File: config.mk
export PLATFORM = sky130hd
export DESIGN_NAME = shift_issue_ctrl_flat
export DESIGN_NICKNAME = d
export VERILOG_FILES = /design/src/rtl/shift_issue_ctrl_if.sv /design/src/rtl/shift_issue_ctrl.sv /design/src/flat_wrapper.sv
export SDC_FILE = /design/constraint.sdc
export NUM_CORES = 1
export LEC_CHECK = 0
export CELL_PAD_IN_SITES_DETAIL_PLACEMENT = 1
export CELL_PAD_IN_SITES_GLOBAL_PLACEMENT = 1
export CORE_ASPECT_RATIO = 0.6
export CORE_MARGIN = 2
export CORE_UTILIZATION = 30
export DETAILED_ROUTE_END_ITERATION = 8
export PLACE_DENSITY_LB_ADDON = 0.1
export SYNTH_ARGS = -nofsm -noshare
export SYNTH_HDL_FRONTEND = slang
export SYNTH_SLANG_ARGS = --single-unit
File: constraint.sdc
create_clock -name clk -period 2.2 [get_ports clk]
set_clock_uncertainty 0.1 [all_clocks]
set_input_delay 0.33 -clock clk [delete_from_list [all_inputs] [get_ports clk]]
set_output_delay 0.33 -clock clk [all_outputs]
set_load 0.005 [all_outputs]
File: src/rtl/shift_issue_ctrl_if.sv
// rtl/shift_issue_ctrl_if.sv - dispatcher, writeback and shift-unit signals of the shift issue controller
// master: the issue controller itself; slave: the surrounding ALU2 logic and shift unit.
interface shift_issue_ctrl_if #(
  parameter int XLEN    = 32,
  parameter int RD_W    = 5,
  parameter int SHAMT_W = $clog2(XLEN)
);
  // dispatcher side
  logic               i_valid;
  logic               i_ready;
  logic [1:0]         i_op;
  logic [XLEN-1:0]    i_rs1;
  logic [XLEN-1:0]    i_rs2;
  logic [RD_W-1:0]    i_rd;
  // writeback side
  logic               o_valid;
  logic               o_ready;
  logic [XLEN-1:0]    o_result;
  logic [RD_W-1:0]    o_rd;
  // shift unit side
  logic               sh_start;
  logic [XLEN-1:0]    sh_data_in;
  logic [SHAMT_W-1:0] sh_shift_amount;
  logic               sh_shift_left;
  logic               sh_arithmetic;
  logic [XLEN-1:0]    sh_data_out;
  logic               sh_done;

  modport master (
    input  i_valid, i_op, i_rs1, i_rs2, i_rd,
    output i_ready,
    output o_valid, o_result, o_rd,
    input  o_ready,
    output sh_start, sh_data_in, sh_shift_amount, sh_shift_left, sh_arithmetic,
    input  sh_data_out, sh_done
  );

  modport slave (
    output i_valid, i_op, i_rs1, i_rs2, i_rd,
    input  i_ready,
    input  o_valid, o_result, o_rd,
    output o_ready,
    input  sh_start, sh_data_in, sh_shift_amount, sh_shift_left, sh_arithmetic,
    output sh_data_out, sh_done
  );
endinterface

File: src/rtl/shift_issue_ctrl.sv
// rtl/shift_issue_ctrl.sv - start/done initiator for the ALU2 multi-cycle shift unit, one op in flight
// Optional: define SHIFT_ZERO_BYPASS_EN to answer zero-amount shifts directly from IDLE.
module shift_issue_ctrl #(
  parameter int XLEN    = 32,
  parameter int SHAMT_W = $clog2(XLEN),
  parameter int RD_W    = 5
) (
  input  logic                  clk,
  input  logic                  rst_n,
  shift_issue_ctrl_if.master    bus
);

  typedef enum logic [1:0] {
    S_IDLE   = 2'd0,
    S_LAUNCH = 2'd1,
    S_WAIT   = 2'd2,
    S_RESP   = 2'd3
  } state_e;

  state_e             state_q;
  logic               i_ready_q;
  logic               o_valid_q;
  logic [XLEN-1:0]    o_result_q;
  logic [RD_W-1:0]    o_rd_q;
  logic               sh_start_q;
  logic [XLEN-1:0]    data_q;
  logic [SHAMT_W-1:0] amt_q;
  logic               left_q;
  logic               arith_q;
  logic [RD_W-1:0]    rd_q;

  // Only the low SHAMT_W bits of rs2 carry the amount.
  logic unused_rs2_hi;
  assign unused_rs2_hi = ^bus.i_rs2[XLEN-1:SHAMT_W];

  logic accept;
  logic dec_left;
  logic dec_arith;
  assign accept    = (state_q == S_IDLE) && bus.i_valid && i_ready_q;
  // Reserved op 2'b11 falls through to SLL.
  assign dec_left  = (bus.i_op != 2'b01) && (bus.i_op != 2'b10);
  assign dec_arith = (bus.i_op == 2'b10);

  always_ff @(posedge clk or negedge rst_n) begin
    if (!rst_n) begin
      state_q    <= S_IDLE;
      i_ready_q  <= 1'b0;
      o_valid_q  <= 1'b0;
      o_result_q <= '0;
      o_rd_q     <= '0;
      sh_start_q <= 1'b0;
      data_q     <= '0;
      amt_q      <= '0;
      left_q     <= 1'b0;
      arith_q    <= 1'b0;
      rd_q       <= '0;
    end else begin
      case (state_q)
        S_IDLE: begin
          i_ready_q <= 1'b1;
          if (accept) begin
            i_ready_q <= 1'b0;
            data_q    <= bus.i_rs1;
            amt_q     <= bus.i_rs2[SHAMT_W-1:0];
            rd_q      <= bus.i_rd;
            left_q    <= dec_left;
            arith_q   <= dec_arith;
`ifdef SHIFT_ZERO_BYPASS_EN
            if (bus.i_rs2[SHAMT_W-1:0] == '0) begin
              o_result_q <= bus.i_rs1;
              o_rd_q     <= bus.i_rd;
              o_valid_q  <= 1'b1;
              state_q    <= S_RESP;
            end else begin
              sh_start_q <= 1'b1;
              state_q    <= S_LAUNCH;
            end
`else
            sh_start_q <= 1'b1;
            state_q    <= S_LAUNCH;
`endif
          end
        end
        S_LAUNCH: begin
          sh_start_q <= 1'b0;
          state_q    <= S_WAIT;
        end
        S_WAIT: begin
          // The unit drops done on the start edge, so a high done here is this op's result.
          if (bus.sh_done) begin
            o_result_q <= bus.sh_data_out;
            o_rd_q     <= rd_q;
            o_valid_q  <= 1'b1;
            state_q    <= S_RESP;
          end
        end
        S_RESP: begin
          if (bus.o_ready) begin
            o_valid_q <= 1'b0;
            i_ready_q <= 1'b1;
            state_q   <= S_IDLE;
          end
        end
        default: state_q <= S_IDLE;
      endcase
    end
  end

  assign bus.i_ready         = i_ready_q;
  assign bus.o_valid         = o_valid_q;
  assign bus.o_result        = o_result_q;
  assign bus.o_rd            = o_rd_q;
  assign bus.sh_start        = sh_start_q;
  assign bus.sh_data_in      = data_q;
  assign bus.sh_shift_amount = amt_q;
  assign bus.sh_shift_left   = left_q;
  assign bus.sh_arithmetic   = arith_q;

endmodule
File: src/flat_wrapper.sv
// flat-port wrapper written by rule: the top's interface ports become plain ports
module shift_issue_ctrl_flat 
#(
  parameter int XLEN    = 32,
  parameter int SHAMT_W = $clog2(XLEN),
  parameter int RD_W    = 5
)
  (clk, rst_n, bus_i_valid, bus_i_op, bus_i_rs1, bus_i_rs2, bus_i_rd, bus_i_ready, bus_o_valid, bus_o_result, bus_o_rd, bus_o_ready, bus_sh_start, bus_sh_data_in, bus_sh_shift_amount, bus_sh_shift_left, bus_sh_arithmetic, bus_sh_data_out, bus_sh_done);
  shift_issue_ctrl_if #(.XLEN(XLEN), .RD_W(RD_W), .SHAMT_W(SHAMT_W)) bus_i ();
  input  logic clk;
  input  logic rst_n;
  input wire logic [$bits(bus_i.i_valid)-1:0] bus_i_valid;
  input wire logic [$bits(bus_i.i_op)-1:0] bus_i_op;
  input wire logic [$bits(bus_i.i_rs1)-1:0] bus_i_rs1;
  input wire logic [$bits(bus_i.i_rs2)-1:0] bus_i_rs2;
  input wire logic [$bits(bus_i.i_rd)-1:0] bus_i_rd;
  output wire logic [$bits(bus_i.i_ready)-1:0] bus_i_ready;
  output wire logic [$bits(bus_i.o_valid)-1:0] bus_o_valid;
  output wire logic [$bits(bus_i.o_result)-1:0] bus_o_result;
  output wire logic [$bits(bus_i.o_rd)-1:0] bus_o_rd;
  input wire logic [$bits(bus_i.o_ready)-1:0] bus_o_ready;
  output wire logic [$bits(bus_i.sh_start)-1:0] bus_sh_start;
  output wire logic [$bits(bus_i.sh_data_in)-1:0] bus_sh_data_in;
  output wire logic [$bits(bus_i.sh_shift_amount)-1:0] bus_sh_shift_amount;
  output wire logic [$bits(bus_i.sh_shift_left)-1:0] bus_sh_shift_left;
  output wire logic [$bits(bus_i.sh_arithmetic)-1:0] bus_sh_arithmetic;
  input wire logic [$bits(bus_i.sh_data_out)-1:0] bus_sh_data_out;
  input wire logic [$bits(bus_i.sh_done)-1:0] bus_sh_done;
  assign bus_i.i_valid = bus_i_valid;
  assign bus_i.i_op = bus_i_op;
  assign bus_i.i_rs1 = bus_i_rs1;
  assign bus_i.i_rs2 = bus_i_rs2;
  assign bus_i.i_rd = bus_i_rd;
  assign bus_i_ready = bus_i.i_ready;
  assign bus_o_valid = bus_i.o_valid;
  assign bus_o_result = bus_i.o_result;
  assign bus_o_rd = bus_i.o_rd;
  assign bus_i.o_ready = bus_o_ready;
  assign bus_sh_start = bus_i.sh_start;
  assign bus_sh_data_in = bus_i.sh_data_in;
  assign bus_sh_shift_amount = bus_i.sh_shift_amount;
  assign bus_sh_shift_left = bus_i.sh_shift_left;
  assign bus_sh_arithmetic = bus_i.sh_arithmetic;
  assign bus_i.sh_data_out = bus_sh_data_out;
  assign bus_i.sh_done = bus_sh_done;
  shift_issue_ctrl #(.XLEN(XLEN), .SHAMT_W(SHAMT_W), .RD_W(RD_W)) u_core (.clk(clk), .rst_n(rst_n), .bus(bus_i));
endmodule
== After elaboration in Yosys (flattened, before gate mapping) ==
Index checks and enable logic that the tools add are counted.

* Bits in registers: 86
* Output and inout port bits: 79

* Eq/ne operators: 9
* Muxes and demuxes: 12
* Reductions and logical operators: 13

{| class="wikitable"
|+ Operators with widths
! cell !! number
|-
| 2-bit one-hot mux with 4 select lines || 1
|-
| 2-bit AND reduction || 4
|-
| 2-bit == test, second input constant || 3
|-
| 2-bit 2-to-1 mux || 3
|-
| 2-bit inequality test, second input constant || 3
|-
| 1-bit one-hot mux with 2 select lines || 3
|-
| 3-bit AND reduction || 2
|-
| 2-bit nonzero test || 3
|-
| 1-bit 2-to-1 mux || 5
|-
| 2-bit by 1-bit inequality test with 1-bit output, second input constant || 2
|-
| 1-bit logical AND || 3
|-
| 2-bit by 1-bit == test with 1-bit output, second input constant || 1
|-
| 2-bit logical NOT || 1
|}

== Longest topological paths before layout ==
* Word-level depth: 5
* Depth in mapped cells: 6
* Gate-level depth less buffers: 5

== Worst setup path after synthesis ==
OpenSTA, ideal clock, no wires.

* Path kind: flip-flop to flip-flop
* From: register u_core.state_q[0]
* To: register u_core.o_rd_q[0], in the netlist u_core.bus.o_rd[0]
* Data arrival time: 1401 ps
* Required time: 1975 ps
* Slack: 575 ps
* Cell stages (with the launch flop): 6
* Buffers on the path: 1
* Clock period less this slack: 1625 ps
* Cell sequence: dfrtp_1 -> inv_1 -> ha_1 -> nand2_2 -> buf_2 -> mux2_2

* Longest elaborated chain between the ends: 2

{| class="wikitable"
|+ Ends and longest elaborated chain
! what !! RTL line !! RTL
|-
| start: declaration || shift_issue_ctrl.sv:20 || <nowiki>state_e state_q;</nowiki>
|-
| start signal: assignment || shift_issue_ctrl.sv:46 || <nowiki>state_q <= S_IDLE;</nowiki>
|-
| start signal: assignment || shift_issue_ctrl.sv:80 || <nowiki>state_q <= S_LAUNCH;</nowiki>
|-
| start signal: assignment || shift_issue_ctrl.sv:86 || <nowiki>state_q <= S_WAIT;</nowiki>
|-
| 2-bit == test || shift_issue_ctrl.sv:58 || <nowiki>case (state_q)</nowiki>
|-
| 2-bit AND reduction (no line) || -- ||
|-
| end signal: assignment || shift_issue_ctrl.sv:92 || <nowiki>o_rd_q <= rd_q;</nowiki>
|-
| end: declaration || shift_issue_ctrl.sv:24 || <nowiki>logic [RD_W-1:0] o_rd_q;</nowiki>
|}

Every way passes these cells.
A chain may end at the register's enable or synchronous reset.

== Final worst setup path ==
* From: register u_core.state_q[0]
* To: register u_core.state_q[1]

* Longest elaborated chain between the ends: 5
* Elaborated cells between the ends (all ways): 11
* Classes of those cells: 6 x eq/ne; 1 x mux; 4 x reduce/logical

{| class="wikitable"
|+ Ends and longest elaborated chain
! what !! RTL line !! RTL
|-
| 2-bit logical NOT || shift_issue_ctrl.sv:39, shift_issue_ctrl.sv:58 ||
|-
| 1-bit logical AND (2 in series) || shift_issue_ctrl.sv:39 || <nowiki>assign accept = (state_q == S_IDLE) && bus.i_valid && i_ready_q;</nowiki>
|-
| 2-bit by 1-bit inequality test with 1-bit output (no line) || -- ||
|-
| 3-bit AND reduction (no line) || -- ||
|}

Parallel ways exist; a longest one is shown, timed or not.

==> flow_metrics.tcl <==
set metrics [dict create \
    antenna_found_initial 0 \
    synth_xor_area_share_pct 0 \
    crit_chain "inv_1, ha_1, a221oi_1, mux2_2" \
    ys_seq_area_share_pct 64.7 \
    place_congestion 0.658 \
    cellPowerDensity_nw_per_um2 1400 \
    synth-simple-area-share_pct 1.05 \
    ios 187 \
    cp_slowest_cell "dfrtp_1" \
    port_buffers 159 \
    syn2layout_area_growth_pct 63.3 \
    grt_pass1_vias 2585 \
    cts_buffers 9 \
    tritoncts "yes" \
    rows 29 \
    finalSetupTns_ns 0 \
    clockRootBuffer "clkbuf_16" \
    postSynthAreaPerCell_sq_um 16.6 \
    htreeDepth 3 \
    synth_nets 313 \
    grt_max_degree 87 \
    fp.dieH_um 85.6 \
    min_path_type "register to register" \
    endpoint_kind "register" \
    track_usage_pct 14.7 \
    worstPathRequired_ns 2.31 \
    use_met1_pct 19.1 \
    grt_pass1_wl_um 13700 \
    n_fill_cell 1071 \
    p_leak_nw 2.29 \
    placed_cell_area_sq_um 5100 \
    fin_util_pct 50.9 \
    wirelength_um 8440 \
    drtPass1Iterations 2 \
    viasPerCell 4.44 \
    crit_path_max_fanout 5 \
    finalHoldViolations 0 \
    synthDistinctLibCells 17 \
    dp_hpwl_um 6070 \
    wl_per_cell_um 16.5 \
    via_count 2272 \
    timing.final.crit_share_pct 81.6 \
    register_area_sq_um 2150 \
    grt-ovfl-total 0 \
    clk_pin_slew_ns 0.06 \
    start_util_pct 31.2 \
    place_inst 495 \
    drv_cap 0 \
    first_iter_violations 69 \
    worst-setup-path-type "register to register" \
    status "finished clean" \
    final_nets 481 \
    use_met3_pct 6.03 \
    fmaxAchievable_ghz 0.557 \
    slew_violations 0 \
    met2_usage_pct 23.2 \
    reg2reg_depth 4 \
    critical_path.startpoint_type "register" \
    postLayoutCellArea_sq_um 5430 \
    clockBufferDepth 2 \
    dieWidth_um 140 \
    core_area_sq_um 10700 \
    setup_violations 0 \
    top_usage_layer "met2" \
    synth_fa_ha_area_share_pct 1.88 \
    layoutNonFillerInstCount 512 \
    relSlewSlack_pct 69.1 \
    syn_inst 200 \
    finalCriticalPeriod_ns 1.79 \
    dieArea_sq_um 12000 \
    ctsResizeCount 0 \
    yosysWarnings 0 \
    slowest_delay_ns 0.41 \
    synth-seq-cells 86 \
    rsz0062_at_grt "false" \
    drive_gt1_share_pct 27.3 \
    critPathArrivalTime_ns 1.91 \
    hold_ws_ns 0.394 \
    drtAntennaViolNets 0 \
    tightest_slew_ns 0.463 \
    synth_top_family_by_area "multiplexers" \
    clock-sinks 86 \
    whs_path_depth 1 \
    syn_area_sq_um 3330 \
    synth_compound_area_share_pct 1.88 \
    drc 0 \
    multi_input_area_sq_um 1090 \
    diodes 0 \
    peakVddDrop_uv 508 \
    insertion_delay_ns 0.33 \
    synth.area.mux_share_pct 28.0 \
]
metrics by stage:
step | worst slack, ns | power [mW]
3_3_place_gp | 0.270 | 5.96
5_1_grt | 0.325 | 8.11
6_report | 0.405 | 7.61
2_1_floorplan | 0.575 | 4.06
4_1_cts | 0.413 | 7.75
3_5_place_dp | 0.280 | 6.07
power by group:
group | internal, mW | total, mW | switching [mW]
Sequential | 2.40 | 2.80 | 0.403
Combinational | 2.20 | 3.19 | 0.990
Clock | 1.03 | 1.62 | 0.594
cell usage after synthesis, drive strengths merged:
| library cell | number | share of area (%) |
|---|---|---|
| nand2 | 2 | 0.30 |
| a221oi | 1 | 0.26 |
| ha | 5 | 1.9 |
| o21ai | 4 | 0.60 |
| o32a | 1 | 0.34 |
| inv | 6 | 0.68 |
| and2b | 1 | 0.23 |
| nand3 | 1 | 0.53 |
| mux2i | 1 | 0.30 |
| dfrtp | 86 | 65 |
| buf | 7 | 1.8 |
| o2bb2ai | 2 | 0.53 |
| mux2 | 82 | 28 |
| a21oi | 1 | 0.15 |
final timing paths:
check	start	slack (ns)	endpoint
setup / recovery	u_core.state_q[0]	0.41	u_core.state_q[1]
hold / removal	u_core.rd_q[1]	0.39	u_core.rd_q[1]
setup reg to reg	u_core.state_q[0]	0.41	u_core.state_q[1]
hold reg to reg	u_core.rd_q[1]	0.39	u_core.rd_q[1]
max in group asynchronous	rst_n	1.16	u_core.bus.sh_data_in[19]
min in group asynchronous	rst_n	0.48	u_core.bus.sh_data_in[1]
cell usage in the layout (no fill, tap or decap), types with 2 or more instances in the layout:
master,instances
clkdlybuf4s50_1,158
inv_1,6
o21ai_0,4
clkbuf_16,9
buf_12,3
o2bb2ai_1,2
bufinv_16,2
buf_4,2
dfrtp_1,86
mux2_2,79
clkinvlp_4,3
mux2_1,3
ha_1,5
per-layer routing:
metal,wire length (um),up-vias,part of all wire [%]
met5,0,-,0
met4,79,0,0.94
met3,577,8,6.8
met2,3880,80,46
met1,3910,1143,46
li1,-,1041,-
layout make-up:
type,count,area share (%)
multi-input cells,101,20.1
flip-flops and latches,86,39.6
well taps,139,3.20
clock buffers,11,4.47
repair buffers,164,30.7
inverters,6,0.414
clock inverters,5,1.52
registers in the layout, indices dropped and copies added (netlist names):
register	cells
u_core.bus.o_valid	1
u_core.bus.sh_arithmetic	1
u_core.bus.o_rd	5
u_core.bus.o_result	32
u_core.rd_q	5
u_core.state_q	2
u_core.bus.sh_shift_amount	5
u_core.bus.sh_data_in	32
u_core.bus.sh_start	1
u_core.bus.sh_shift_left	1
u_core.bus.i_ready	1
logic make-up (layout without fill, tap and decap cells):
family	count (synthesis)	in the layout
buffers and inverters	13	186
multiplexers	83	83
AO/OA/AOI/OAI	9	9
AND/OR/NAND/NOR	4	4
adder cells (fa/ha/maj)	5	5
flip-flops	86	86
worst max-delay path: cells and delay by family, from the launching register on:
| kind | cells | cell delay (ns) |
|---|---|---|
| AOI/OAI and AO/OA | 1 | 0.41 |
| buffers and inverters | 1 | 0.09 |
| adders and majority gates | 1 | 0.30 |
| muxes | 1 | 0.38 |
| DFF | 1 | 0.41 |
repair_timing:
action,CTS,global route
buffers inserted,0,0
endpoints found under the hold margin,86,0
hold buffers,1,0
Note: power is estimated with default switching activity, not from simulation.
